`src/rtl/child_stage_controller_pkg.sv`:
```
// Shared definitions for the child stage controller.
// Holds the global stage width and encodings seen by the local PEs and the
// parent, plus small constant helpers used to size the reduction tree and
// the internal counters.
package child_stage_controller_pkg;

    localparam int STAGE_WIDTH = 3;

    localparam logic [STAGE_WIDTH-1:0] STAGE_IDLE                = 3'd0;
    localparam logic [STAGE_WIDTH-1:0] STAGE_MEASUREMENT_LOADING = 3'd1;
    localparam logic [STAGE_WIDTH-1:0] STAGE_GROW                = 3'd2;
    localparam logic [STAGE_WIDTH-1:0] STAGE_MERGE               = 3'd3;
    localparam logic [STAGE_WIDTH-1:0] STAGE_PEELING             = 3'd4;
    localparam logic [STAGE_WIDTH-1:0] STAGE_RESULT_VALID        = 3'd5;

    typedef enum logic [STAGE_WIDTH-1:0] {
        ST_IDLE         = STAGE_IDLE,
        ST_LOADING      = STAGE_MEASUREMENT_LOADING,
        ST_GROW         = STAGE_GROW,
        ST_MERGE        = STAGE_MERGE,
        ST_PEELING      = STAGE_PEELING,
        ST_RESULT_VALID = STAGE_RESULT_VALID
    } stage_t;

    // Number of signals entering reduction level s when every earlier level
    // collapses groups of fanin bits into one.
    function automatic int or_level_width(input int width, input int fanin, input int s);
        int w;
        w = width;
        for (int i = 0; i < s; i++) begin
            w = (w + fanin - 1) / fanin;
        end
        return w;
    endfunction

    // Bits needed to hold the unsigned value (at least one).
    function automatic int width_for(input int value);
        return (value < 1) ? 1 : $clog2(value + 1);
    endfunction

endpackage

```
`src/rtl/child_stage_controller_or_reduce_pipe.sv`:
```
// or_reduce_pipe: registered OR reduction tree.
// Reduces WIDTH input flags to a single flag with exactly STAGES register
// levels of latency. Each level ORs groups of FANIN bits, zero-padding the
// last group; the final level ORs whatever remains so the output is always
// one bit even when STAGES is smaller than the natural tree depth.
// Ports:
//   clk    - clock
//   reset  - synchronous active-high reset, clears every level
//   din    - per-PE flags
//   dout   - reduced flag, din delayed by STAGES cycles
module or_reduce_pipe
    import child_stage_controller_pkg::*;
#(
    parameter int WIDTH  = 18,
    parameter int FANIN  = 8,
    parameter int STAGES = 2
) (
    input  logic             clk,
    input  logic             reset,
    input  logic [WIDTH-1:0] din,
    output logic             dout
);

    for (genvar s = 0; s < STAGES; s++) begin : g_lvl
        localparam int W_IN  = or_level_width(WIDTH, FANIN, s);
        localparam int GROUP = (s == STAGES - 1) ? W_IN : FANIN;
        localparam int W_OUT = (W_IN + GROUP - 1) / GROUP;

        logic [W_IN-1:0]        d;
        logic [W_OUT*GROUP-1:0] padded;
        logic [W_OUT-1:0]       q;

        if (s == 0) begin : g_src
            assign d = din;
        end else begin : g_src
            assign d = g_lvl[s-1].q;
        end

        always_comb begin
            padded            = '0;
            padded[W_IN-1:0]  = d;
        end

        always_ff @(posedge clk) begin
            if (reset) begin
                q <= '0;
            end else begin
                for (int j = 0; j < W_OUT; j++) begin
                    q[j] <= |padded[j*GROUP +: GROUP];
                end
            end
        end
    end

    assign dout = g_lvl[STAGES-1].q[0];

endmodule

```
`src/rtl/child_stage_controller.sv`:
```
// child_stage_controller: global stage sequencer for one child FPGA of the
// multi-FPGA union-find decoder.
//
// state        | meaning
// -------------+-----------------------------------------------------------
// IDLE         | waiting for the parent to raise decoding_start
// LOADING      | one cycle of measurement loading, counters restart
// GROW         | one cycle of cluster growth, counted as an iteration
// MERGE        | merging until busy has been quiet long enough, then obey
//              | the parent (stop -> PEELING, toggle -> GROW or limit)
// PEELING      | peeling for a minimum time, leave when next_iteration=1
// RESULT_VALID | one cycle, then IDLE with result_valid held high
//
// Ports:
//   clk, reset              - clock, synchronous active-high reset
//   busy_pe, odd_clusters_pe- per-PE flags, OR-reduced to the parent
//   decoding_start          - parent level: decode active / stop merging
//   next_iteration          - parent toggle in MERGE, level in PEELING
//   global_stage            - current stage encoding
//   result_valid            - decode complete, held until next start
//   iteration_counter       - GROW entries this decode (saturating)
//   cycle_counter           - decode latency in cycles (saturating)
//   iteration_limit_hit     - decode stopped on MAX_ITERATIONS
//   busy_to_parent          - reduced busy
//   odd_clusters_to_parent  - reduced odd-cluster flag
//   merge_done_to_parent    - local merge is quiescent
module child_stage_controller
    import child_stage_controller_pkg::*;
#(
    parameter int PU_COUNT                = 18,
    parameter int OR_FANIN                = 8,
    parameter int OR_TREE_STAGES          = 2,
    parameter int ITERATION_COUNTER_WIDTH = 8,
    parameter int MAX_ITERATIONS          = 255,
    parameter int MERGE_MIN_DELAY         = 3,
    parameter int BUSY_QUIET_CYCLES       = 2,
    parameter int PEEL_MIN_DELAY          = 3
) (
    input  logic                               clk,
    input  logic                               reset,
    input  logic [PU_COUNT-1:0]                busy_pe,
    input  logic [PU_COUNT-1:0]                odd_clusters_pe,
    input  logic                               decoding_start,
    input  logic                               next_iteration,
    output logic [STAGE_WIDTH-1:0]             global_stage,
    output logic                               result_valid,
    output logic [ITERATION_COUNTER_WIDTH-1:0] iteration_counter,
    output logic [31:0]                        cycle_counter,
    output logic                               iteration_limit_hit,
    output logic                               busy_to_parent,
    output logic                               odd_clusters_to_parent,
    output logic                               merge_done_to_parent
);

    localparam int DELAY_MAX = (MERGE_MIN_DELAY > PEEL_MIN_DELAY) ? MERGE_MIN_DELAY : PEEL_MIN_DELAY;
    localparam int DELAY_W   = width_for(DELAY_MAX);
    localparam int QUIET_W   = width_for(BUSY_QUIET_CYCLES);
    localparam int ICW       = ITERATION_COUNTER_WIDTH;

    localparam logic [DELAY_W-1:0] DELAY_SAT   = DELAY_W'(DELAY_MAX);
    localparam logic [DELAY_W-1:0] MERGE_MIN_D = DELAY_W'(MERGE_MIN_DELAY);
    localparam logic [DELAY_W-1:0] PEEL_MIN_D  = DELAY_W'(PEEL_MIN_DELAY);
    localparam logic [QUIET_W-1:0] QUIET_SAT   = QUIET_W'(BUSY_QUIET_CYCLES);
    localparam logic [ICW-1:0]     ITER_MAX    = ICW'(MAX_ITERATIONS);

    stage_t               stage_q, stage_d;
    logic                 result_valid_q, result_valid_d;
    logic [ICW-1:0]       iter_q, iter_d;
    logic [31:0]          cyc_q, cyc_d;
    logic                 limit_q, limit_d;
    logic                 saved_q, saved_d;
    logic                 merge_done_q, merge_done_d;
    logic [DELAY_W-1:0]   delay_q, delay_d;
    logic [QUIET_W-1:0]   quiet_q, quiet_d;
    logic                 busy_red;
    logic                 odd_red;
    logic                 toggle;

    or_reduce_pipe #(
        .WIDTH  (PU_COUNT),
        .FANIN  (OR_FANIN),
        .STAGES (OR_TREE_STAGES)
    ) u_busy_reduce (
        .clk   (clk),
        .reset (reset),
        .din   (busy_pe),
        .dout  (busy_red)
    );

    or_reduce_pipe #(
        .WIDTH  (PU_COUNT),
        .FANIN  (OR_FANIN),
        .STAGES (OR_TREE_STAGES)
    ) u_odd_reduce (
        .clk   (clk),
        .reset (reset),
        .din   (odd_clusters_pe),
        .dout  (odd_red)
    );

    function automatic logic [ICW-1:0] iter_inc(input logic [ICW-1:0] v);
        return (v >= ITER_MAX) ? ITER_MAX : v + ICW'(1);
    endfunction

    // Comparing against the saved level rather than detecting an edge keeps
    // a toggle that lands before merge_done pending until it can be served.
    assign toggle = (next_iteration != saved_q);

    always_ff @(posedge clk) begin
        if (reset) begin
            stage_q        <= ST_IDLE;
            result_valid_q <= 1'b0;
            iter_q         <= '0;
            cyc_q          <= '0;
            limit_q        <= 1'b0;
            saved_q        <= 1'b0;
            merge_done_q   <= 1'b0;
            delay_q        <= '0;
            quiet_q        <= '0;
        end else begin
            stage_q        <= stage_d;
            result_valid_q <= result_valid_d;
            iter_q         <= iter_d;
            cyc_q          <= cyc_d;
            limit_q        <= limit_d;
            saved_q        <= saved_d;
            merge_done_q   <= merge_done_d;
            delay_q        <= delay_d;
            quiet_q        <= quiet_d;
        end
    end

    always_comb begin
        stage_d        = stage_q;
        result_valid_d = result_valid_q;
        iter_d         = iter_q;
        limit_d        = limit_q;
        saved_d        = saved_q;
        cyc_d          = cyc_q;
        delay_d        = delay_q;
        quiet_d        = quiet_q;
        merge_done_d   = 1'b0;

        if (stage_q != ST_IDLE && !result_valid_q && cyc_q != 32'hFFFF_FFFF) begin
            cyc_d = cyc_q + 32'd1;
        end

        case (stage_q)
            ST_IDLE: begin
                saved_d = 1'b0;
                if (decoding_start) begin
                    stage_d        = ST_LOADING;
                    result_valid_d = 1'b0;
                end
            end
            ST_LOADING: begin
                stage_d = ST_GROW;
                cyc_d   = 32'd1;
                iter_d  = iter_inc('0);
                limit_d = 1'b0;
            end
            ST_GROW: begin
                stage_d = ST_MERGE;
            end
            ST_MERGE: begin
                if (merge_done_q) begin
                    if (!decoding_start) begin
                        stage_d = ST_PEELING;
                    end else if (toggle) begin
                        saved_d = next_iteration;
                        if (iter_q == ITER_MAX) begin
                            stage_d = ST_PEELING;
                            limit_d = 1'b1;
                        end else begin
                            stage_d = ST_GROW;
                            iter_d  = iter_inc(iter_q);
                        end
                    end
                end
            end
            ST_PEELING: begin
                saved_d = 1'b0;
                if (delay_q >= PEEL_MIN_D && next_iteration) begin
                    stage_d = ST_RESULT_VALID;
                end
            end
            ST_RESULT_VALID: begin
                stage_d        = ST_IDLE;
                result_valid_d = 1'b1;
            end
            default: begin
                stage_d = ST_IDLE;
            end
        endcase

        // delay_counter restarts on every stage change, so it counts cycles
        // spent in the current MERGE or PEELING visit.
        if (stage_d != stage_q) begin
            delay_d = '0;
        end else if (delay_q != DELAY_SAT) begin
            delay_d = delay_q + DELAY_W'(1);
        end

        if (stage_d == ST_MERGE && stage_q != ST_MERGE) begin
            quiet_d = '0;
        end else if (stage_q == ST_MERGE) begin
            if (busy_red) begin
                quiet_d = '0;
            end else if (quiet_q != QUIET_SAT) begin
                quiet_d = quiet_q + QUIET_W'(1);
            end
        end

        // Registered from the next counter values so the flag lines up with
        // the counters it describes.
        if (stage_q == ST_MERGE && stage_d == ST_MERGE) begin
            merge_done_d = (delay_d >= MERGE_MIN_D) && (quiet_d >= QUIET_SAT);
        end
    end

    assign global_stage           = stage_q;
    assign result_valid           = result_valid_q;
    assign iteration_counter      = iter_q;
    assign cycle_counter          = cyc_q;
    assign iteration_limit_hit    = limit_q;
    assign busy_to_parent         = busy_red;
    assign odd_clusters_to_parent = odd_red;
    assign merge_done_to_parent   = merge_done_q;

endmodule

```
`config.mk`:
```
export PLATFORM = sky130hd
export DESIGN_NAME = child_stage_controller
export DESIGN_NICKNAME = d
export VERILOG_FILES = /design/src/rtl/child_stage_controller_pkg.sv /design/src/rtl/child_stage_controller_or_reduce_pipe.sv /design/src/rtl/child_stage_controller.sv
export SDC_FILE = /design/constraint.sdc
export NUM_CORES = 1
export LEC_CHECK = 0
export ABC_AREA = 0
export CAP_MARGIN = 5
export CORE_MARGIN = 4
export CORE_UTILIZATION = 50
export DETAILED_ROUTE_END_ITERATION = 7
export PLACE_DENSITY_LB_ADDON = 0.3
export SLEW_MARGIN = 20
export SYNTH_ARGS = -nofsm -noshare
export SYNTH_HDL_FRONTEND = slang
export SYNTH_SLANG_ARGS = --single-unit
```
`constraint.sdc`:
```
create_clock -name clk -period 4.6 [get_ports clk]
set_clock_uncertainty 0.15 [all_clocks]
set_input_delay 0.92 -clock clk [delete_from_list [all_inputs] [get_ports clk]]
set_output_delay 0.92 -clock clk [all_outputs]
set_load 0.01 [all_outputs]
```
### Word level (Yosys, flattened, before mapping)

Index checks and enable logic that the tools add are counted.

| word-level totals | value |
|---|---|
| flip-flop bits (word level) | 59 |
| bits of input ports | 40 |
| logic and storage cells | 102 |

| operators by class | value |
|---|---|
| reduce and logical (&&, ||, !) cells | 28 |
| magnitude comparators | 4 |
| bitwise logic cells | 1 |
| eq/ne operators | 19 |
| muxes and demuxes | 32 |
| add/sub/neg operators | 4 |

Operators with widths:

| operator | number |
|---|---|
| $mux 8 | 5 |
| $add 32x1->32 const B | 1 |
| $ne 32x32->1 const B | 1 |
| $reduce_or 8->1 | 4 |
| $mux 3 | 6 |
| $ne 2x2->1 const B | 8 |
| $pmux 8 s2 | 1 |
| $pmux 3 s5 | 1 |
| $mux 2 | 6 |
| $mux 1 | 10 |
| $reduce_and 5->1 | 2 |
| $reduce_or 2->1 | 5 |
| $eq 3x2->1 const B | 3 |
| $add 8x1->8 const B | 1 |
| $eq 8x8->1 const B | 1 |
| $ge 8x8->1 const B | 1 |
| $reduce_bool 2->1 | 4 |
| $eq 3x3->1 const B | 2 |
| $ge 2x2->1 const B | 3 |
| $logic_and 1x1->1 | 6 |
| $pmux 1 s2 | 3 |
| $reduce_or 3->1 | 2 |
| $add 2x1->2 const B | 2 |
| $reduce_and 4->1 | 1 |
| 9 further kinds | 9 |

### Logic depth before layout (Yosys ltp)

Gate-level depths: netlist of the first run.

| logic depth | value |
|---|---|
| depth in word-level cells | 11 |
| gate-level depth with buffers | 8 |

### Modules after synthesis

A second synthesis of the first run with hierarchy kept.

| unflattened totals | value |
|---|---|
| cells, all modules | 352 |
| area, all modules | 2895.3 um2 |

By module, submodules not included:

| module | area each (um2) | cells an instance | instances |
|---|---|---|---|
| child_stage_controller | 2632.5 | 324 | 1 |
| or_reduce_pipe | 131.4 | 14 | 2 |

### Worst setup path before layout of the first run

OpenSTA, ideal clock, no wires.

| path | value |
|---|---|
| path kind | reg-to-reg |
| start | register cyc_q[0] (netlist: cycle_counter[0]) |
| end | register cyc_q[26] (netlist: cycle_counter[26]) |
| stages on the path, launching flop included | 9 |
| library setup time | 70 ps |
| setup slack | 2000 ps |
| required time | 4380 ps |
| arrival | 2380 ps |
| period minus slack after synthesis | 2600 ps |
| cells stage by stage | dfxtp_1 -> ha_1 -> inv_2 -> or4_1 -> buf_2 -> or4b_1 -> buf_2 -> or3_1 -> a21oi_1 |

| on the way | value |
|---|---|
| cells in the longest elaborated chain, start to end | 2 |
| elaborated cells between the ends (all ways) | 3 |

RTL lines:

| item | line | RTL |
|---|---|---|
| from (decl) | child_stage_controller.sv:69 | `logic [31:0] cyc_q, cyc_d;` |
| from (signal assigned) | child_stage_controller.sv:124 | `cyc_q <= cyc_d;` |
| branches (longest 2 deep; another with $add 32x1->32) | - |  |

Several ways; the timed one is not identified.
A chain may end at the register's enable or synchronous reset.

### Worst setup path in the final report of the first run

| path | value |
|---|---|
| start | input next_iteration |
| end | register iter_q[6] (netlist: iteration_counter[6]) |

| on the way | value |
|---|---|
| cells in the longest elaborated chain, start to end | 3 |

RTL lines:

| item | line | RTL |
|---|---|---|
| from (decl) | child_stage_controller.sv:44 | `input logic next_iteration,` |
| $ne 1x1->1 | child_stage_controller.sv:107 | `assign toggle = (next_iteration != saved_q);` |
| $ne 2x2->1 (no source line) | - |  |
| $reduce_and 5->1 (no source line) | - |  |
| to (signal assigned) | child_stage_controller.sv:123 | `iter_q <= iter_d;` |
| to (decl) | child_stage_controller.sv:68 | `logic [ICW-1:0] iter_q, iter_d;` |

No other way between the ends.

==> results of run 1 <==
per-stage QoR:
step / util, % / instance area, sq um / power [mW] / std cells / hold WS [ps]
after floorplan: - / 2860 / 0.604 / 350 / 265
after global placement: 68.2 / 3780 / 0.667 / 495 / 273
after detailed placement: 68.2 / 3780 / 0.670 / 495 / 289
after CTS: 71.5 / 3960 / 1.10 / 510 / 299
after global routing: 71.6 / 3970 / 1.14 / 510 / 347
final: 71.6 / 3970 / 1.09 / 510 / 296
cells by family after synthesis:
group | Yosys count | share of synthesized area (%)
mux | 3 | 1.05
fa+ha+maj | 3 | 1.31
simple gates | 159 | 31.3
buf+inv | 27 | 3.63
compound gates | 94 | 20.0
xor+xnor | 5 | 1.53
flops | 59 | 41.2
registers in the layout (all words and copies together) (netlist names):
register	cells
merge_done_to_parent	1
u_busy_reduce.g_lvl.q	3
iteration_counter	8
global_stage	3
iteration_limit_hit	1
u_odd_reduce.dout	1
u_odd_reduce.g_lvl.q	3
result_valid	1
delay_q	2
cycle_counter	32
u_busy_reduce.dout	1
saved_q	1
quiet_q	2
per-layer routing:
layer	vias to the layer above	routed length [um]	global-route usage [%]
li1	1486	-	-
met1	1392	3150	25.8
met2	119	3750	38.1
met3	12	605	6.71
met4	0	125	9.21
met5	-	0	0
worst register-to-register path, delay by kind of cell (launching register included):
kind	cells	cell delay, ps
buffers and inverters	1	70
flip-flops	1	380
adder cells (fa/ha/maj)	1	280
AO/OA/AOI/OAI	1	150
AND/OR/NAND/NOR	3	1700
worst min path at each step:
| stage | slack [ps] | startpoint | to |
|---|---|---|---|
| global placement | 270 | u_odd_reduce.g_lvl[0].q[2]$_SDFF_PP0_ | u_odd_reduce.dout$_SDFF_PP0_ |
| CTS | 300 | u_busy_reduce.g_lvl[0].q[2]$_SDFF_PP0_ | u_busy_reduce.dout$_SDFF_PP0_ |
| global route | 350 | u_odd_reduce.g_lvl[0].q[2]$_SDFF_PP0_ | u_odd_reduce.dout$_SDFF_PP0_ |
| detailed placement | 290 | u_busy_reduce.g_lvl[0].q[2]$_SDFF_PP0_ | u_busy_reduce.dout$_SDFF_PP0_ |
| finish | 300 | u_busy_reduce.g_lvl[0].q[2]$_SDFF_PP0_ | u_busy_reduce.dout$_SDFF_PP0_ |
| floorplan | 270 | u_busy_reduce.g_lvl[0].q[2]$_SDFF_PP0_ | u_busy_reduce.dout$_SDFF_PP0_ |
final cells by class:
cell class                 count  area [sq um]  area share (%)
clock inverter                 2          10.0           0.252
clock buffer                  13           169            4.26
timing repair buffer          90           893            22.5
sequential                    59          1180            29.8
inverter                      10          37.5           0.947
tap                           72          90.1            2.27
multi-input combinational    264          1580            39.9
cell usage in the layout (no fill, tap or decap), types with 2 or more instances in the layout:
| master | instances |
|---|---|
| and4_1 | 5 |
| dfxtp_1 | 59 |
| or4b_1 | 5 |
| o211ai_1 | 2 |
| and2_1 | 5 |
| nand3_1 | 18 |
| nand4_1 | 13 |
| mux2i_1 | 3 |
| nor3b_1 | 2 |
| nor4_1 | 14 |
| buf_4 | 3 |
| o21ai_0 | 16 |
| or3_1 | 16 |
| clkinv_2 | 2 |
| ha_1 | 3 |
| o21a_1 | 2 |
| a21oi_1 | 46 |
| nand2_1 | 23 |
| nor2b_1 | 4 |
| and3_1 | 4 |
| or4_1 | 10 |
| or2_2 | 3 |
| nor3_1 | 6 |
| clkdlybuf4s50_1 | 87 |
| xnor2_1 | 2 |
| clkbuf_8 | 12 |
| xor2_1 | 3 |
| nor2_1 | 25 |
| nand2b_1 | 4 |
| o31ai_1 | 11 |
| inv_1 | 9 |
| o41ai_1 | 4 |
power breakdown:
group / internal (mW) / switching (mW)
combinational: 0.0639 / 0.0613
clock: 0.235 / 0.200
sequential: 0.522 / 0.0121
total: 0.821 / 0.273
==> metrics, run 1 <==
diode count 0; ranking of synthesized cells by area dfxtp_1 (41%), a21oi_1 (8.0%), or3_1 (3.5%); Die Span Y 83.7 um; Mapped Area 2860 sq um; pre-CTS WS 1430 ps; Syn Inst Count 350; CTS Hold Bufs 0; dpl hpwl 5540 um; DRC 0; Synth async-reset ratio 0%; initial DRC count 131; # rows 27; RSZ-0062 raised after global routing no; Period minus WS final 2840 ps; Clk pin slew, worst setup/hold paths 60 ps; Setup Buffers After CTS 0; Crit path max-delay family simple AND/OR/NAND/NOR gates; Post-synth EDFFs 0; status finished clean; final hold violation count 0; TritonCTS clock tree yes; Clock Tree Buf Depth 2; wire length per cell 15.0 um; pwr dens 276 nW/um^2; first-pass GRT wire length 12900 um; Final Max Tran Viols 0; I/O pin count 88; width of the die 83.7 um; post-cts sizing count 0; Initial Utilization 51.7%; Crit Reg-Reg Startpoint cycle_counter[0]$_SDFFE_PP0P_; Crit path top cell by count or3_1; fmax 0.352 GHz; CP endpoint kind flop; total wire length 7630 um; post-route ant nets 0; FF-to-FF End cycle_counter[28]$_SDFFE_PP0P_; GR Overflow Total 0; Post-Syn Nets 393; worst skew pair latency 350 ps; Tcrit/Tclk final 61.7%; initial antenna violation count 0; Yosys top cell by area dfxtp_1; setup ws final 1760 ps; Min-Delay Path Depth 2; CTS Root Cell clkbuf_8; critical path, cell by cell clkdlybuf4s50_1, xor2_1, nand4_1, or3_1, or3_1, a21oi_1; CP max-delay cell clkdlybuf4s50_1; Filler cells 470; CP max FO 6; Avg Cell Area, Syn 8.18 sq um; synth warn 0; nets@finish 477; Seq cells post-synth 59; Worst-Margin Slew 601 ps; Buf+Inv Stages, Crit Path 1; post-synth top area share 41.2%; most frequent cells after synthesis dfxtp_1 (59), a21oi_1 (46), nor2_1 (25), nand2_1 (23), nand3_1 (18); Num CTS Buffers 9; Initial DRT Pass Iterations 5; Crit. Startpoint next_iteration; Routability Congestion 0.833; WP data required 4730 ps; slew margin rel. 59.6%; CP Data Arrival Time 2970 ps; Vias 3009; Sink Count 59; CP Depth 6; type of origin of the critical path primary input; most numerous cell in the Yosys netlist dfxtp_1; number of distinct library cells after synthesis 45; die area 7000 sq um; synth-to-layout area growth 38.4%; sequential area share after synthesis 41.2%; Core ar. 5540 sq um; CP peak stage delay 510 ps; reg2reg path depth 6; port buffer count 87; Fin Setup TNS 0 ps; largest net degree at the start of global routing 32; vias in the first global route 2910; total global routing track utilization 22.3%; R2R setup slack 1810 ps; setup violators final 0; hold crit path type reg2reg; total of max-cap violations 0; peak supply drop 236 uV; share of layout cells above drive strength 1 5.48%; worst setup path endpoint iteration_counter[6]$_SDFFE_PP0P_; vias per cell 5.90; Crit Path Category in2reg; dominant synthesized flop cell dfxtp_1; CTS H-tree lvls 3; P_leak 1.28 nW
Power figures use the tool's default switching activity.
==> run 2: changes to the inputs <==
--- a/config.mk
+++ b/config.mk
@@ -8,7 +8,7 @@
 export ABC_AREA = 0
 export CAP_MARGIN = 5
 export CORE_MARGIN = 4
-export CORE_UTILIZATION = 50
+export CORE_UTILIZATION = 42
 export DETAILED_ROUTE_END_ITERATION = 7
 export PLACE_DENSITY_LB_ADDON = 0.3
 export SLEW_MARGIN = 20
==> constraint.sdc (replaced) <==
create_clock -name clk -period 2.4 [get_ports clk]
set_clock_uncertainty 0.15 [all_clocks]
set_input_delay 0.48 -clock clk [delete_from_list [all_inputs] [get_ports clk]]
set_output_delay 0.48 -clock clk [all_outputs]
set_load 0.01 [all_outputs]
==> run 2 against run 1 <==
Core utilization down 5.5 points. Sequential share of layout area down 1.7 points. Global-route usage down 3.0 points. Highest routed layer unchanged. Power up 85%. Non-clock buffer count up 34. Via count up 4.4%. Combinational power up 110%. Worst hold slack better by 3.0 ps. First-iteration DRC count up 32%. Clock-buffer cell count unchanged. Register-to-register slack worse by 1700 ps. Sequential cell count unchanged.
==> metrics, run 2 (same netlist as run 1, synthesis figures left out) <==
status finished clean; most frequent cells in the layout clkdlybuf4s50_1 (87), dfxtp_1 (49), a21oi_1 (44); synth-to-layout area growth 49.8%; Die Span Y 90.6 um (+8.2%); vias per cell 5.71 (-3.2%); initial DRC count 173 (+32%); DRC 0 (unchanged); Sink Count 59 (unchanged); proportion of power drawn by combinational gates 13.0% (+1.6 points); number of flip-flops under the largest register name 32 (unchanged); total of max-cap violations 0 (unchanged); P_leak 1.47 nW (+15%); WP data required 2500 ps (-2230 ps); sw power 0.516 mW (+89%); Fin Setup TNS 0 ps (unchanged); initial antenna violation count 0 (unchanged); critical path, cell by cell and4_1, nand4_1, or4b_4, or3_1, a21oi_1; CTS Root Cell clkbuf_8; Design Area, Final 4290 sq um (+8.2%); Initial DRT Pass Iterations 4 (-1); Core ar. 6490 sq um (+17%); internal power 1.51 mW (+83%); Routability Congestion 0.840 (+0.78%); post-route ant nets 0 (unchanged); CP max-delay cell or4b_4; Clock power frac 36.7% (-3.0 points); port buffer count 87 (unchanged); die area 8200 sq um (+17%); vias in the first global route 2940 (+1.0%); RSZ-0062 raised after global routing no; Clk pin slew, worst setup/hold paths 70 ps (about the same); Net Sw Frac 25.5% (+0.55 points); Tcrit/Tclk final 97.0%; hold crit path type reg2reg; Worst-Margin Slew 403 ps (-198 ps); type of origin of the critical path flop; final hold violation count 0 (unchanged); Vias 3142 (+4.4%); Filler cells 535 (+14%); # rows 29 (+7.4%); fmax 0.429 GHz; CP Data Arrival Time 2430 ps (-540 ps); pwr dens 471 nW/um^2 (+71%); Post-Route Utilization 66.1% (-5.5 points); peak supply drop 282 uV (+20%); worst skew pair latency 330 ps (-20 ps); GR Overflow Total 0 (unchanged); Crit Path Category reg2reg; total wire length 7950 um (+4.1%); Initial Utilization 44.1% (-7.6 points); I/O pin count 88 (unchanged); Sequential Power Share 50.3% (+1.5 points); Clock Tree Buf Depth 2 (unchanged); dpl hpwl 5780 um (+4.3%); diode count 0 (unchanged); CP max FO 7 (+1); wire length per cell 14.4 um (-3.5%); share of layout cells above drive strength 1 15.9% (+10 points); Period minus WS final 2330 ps; first-pass GRT wire length 13300 um (+2.6%); slew margin rel. 72.8% (+13 points); CP peak stage delay 670 ps (+160 ps); setup violators final 0 (unchanged); total global routing track utilization 19.3% (-3.0 points); TritonCTS clock tree yes; nets@finish 511 (+7.1%); CP endpoint kind flop; largest net degree at the start of global routing 31 (-3.1%); Placed Instance Area 4050 sq um (+7.2%); Final Max Tran Viols 0 (unchanged); commonest non-fill, non-tap cell in the layout clkdlybuf4s50_1; CTS H-tree lvls 3 (unchanged); Num CTS Buffers 9 (unchanged); width of the die 90.6 um (+8.2%)
run 2: cell count changes in the layout (fill, tap and decap cells not counted), sizes merged:
cell    delta
buf       +34
clkinv     +1
run 2: area by class of cell:
| type | instances | area, sq um | area share, % |
|---|---|---|---|
| multi-input cells | 264 | 1650 | 38.3 |
| flip-flops and latches | 59 | 1210 | 28.1 |
| repair buffers | 124 | 1150 | 26.9 |
| clock buffers | 13 | 139 | 3.24 |
| well taps | 77 | 96.3 | 2.24 |
| inverters | 10 | 37.5 | 0.875 |
| clock inverters | 3 | 15.0 | 0.350 |
run 2: layer usage:
metal  track usage [%]  share of wire [%]
met5                 0                  0
met1              23.2                 44
met3              5.50                5.8
met2              32.5                 50
met4              7.14               0.98
run 2: stage by stage:
step | instances | total power, mW | hold slack (ps) | setup WS [ps]
6_report | 550 | 2.02 | 299 | 71.4
5_1_grt | 550 | 2.12 | 317 | 2.44
4_1_cts | 547 | 2.05 | 295 | 71.2
3_5_place_dp | 531 | 1.30 | 281 | 12.5
3_3_place_gp | 531 | 1.30 | 269 | 19.8
2_1_floorplan | 350 | 1.16 | 265 | 10.6
run 2: timing repair:
action                                  in CTS  in global routing
pin swaps                                    0                  3
buffers inserted                             0                  3
resized for setup                            1                 15
hold buffers                                 0                  0
endpoints found under the setup margin       1                  3
run 2: worst paths after layout:
check	cells after the start	end	slack, ps	from
worst min register to register	2	u_busy_reduce.dout$_SDFF_PP0_	300	u_busy_reduce.g_lvl[0].q[2]$_SDFF_PP0_
worst max-delay path	5	cycle_counter[26]$_SDFFE_PP0P_	70	cycle_counter[16]$_SDFFE_PP0P_
worst max register to register	5	cycle_counter[26]$_SDFFE_PP0P_	70	cycle_counter[16]$_SDFFE_PP0P_
worst min-delay path	2	u_busy_reduce.dout$_SDFF_PP0_	300	u_busy_reduce.g_lvl[0].q[2]$_SDFF_PP0_
run 2: critical path: cells and delay by family, from the launching register on:
kind            cells  cell delay (ps)
simple gates        4             1550
flops               1              390
compound gates      1              150
run 2: power by group through the flow:
stage          Combinational [mW]  Sequential [mW]  Clock (mW)
2_1_floorplan               0.118             1.05           0
3_3_place_gp                0.259             1.04           0
3_5_place_dp                0.261             1.04           0
4_1_cts                     0.263             1.02       0.766
5_1_grt                     0.291             1.02       0.813
6_report                    0.263             1.02       0.742
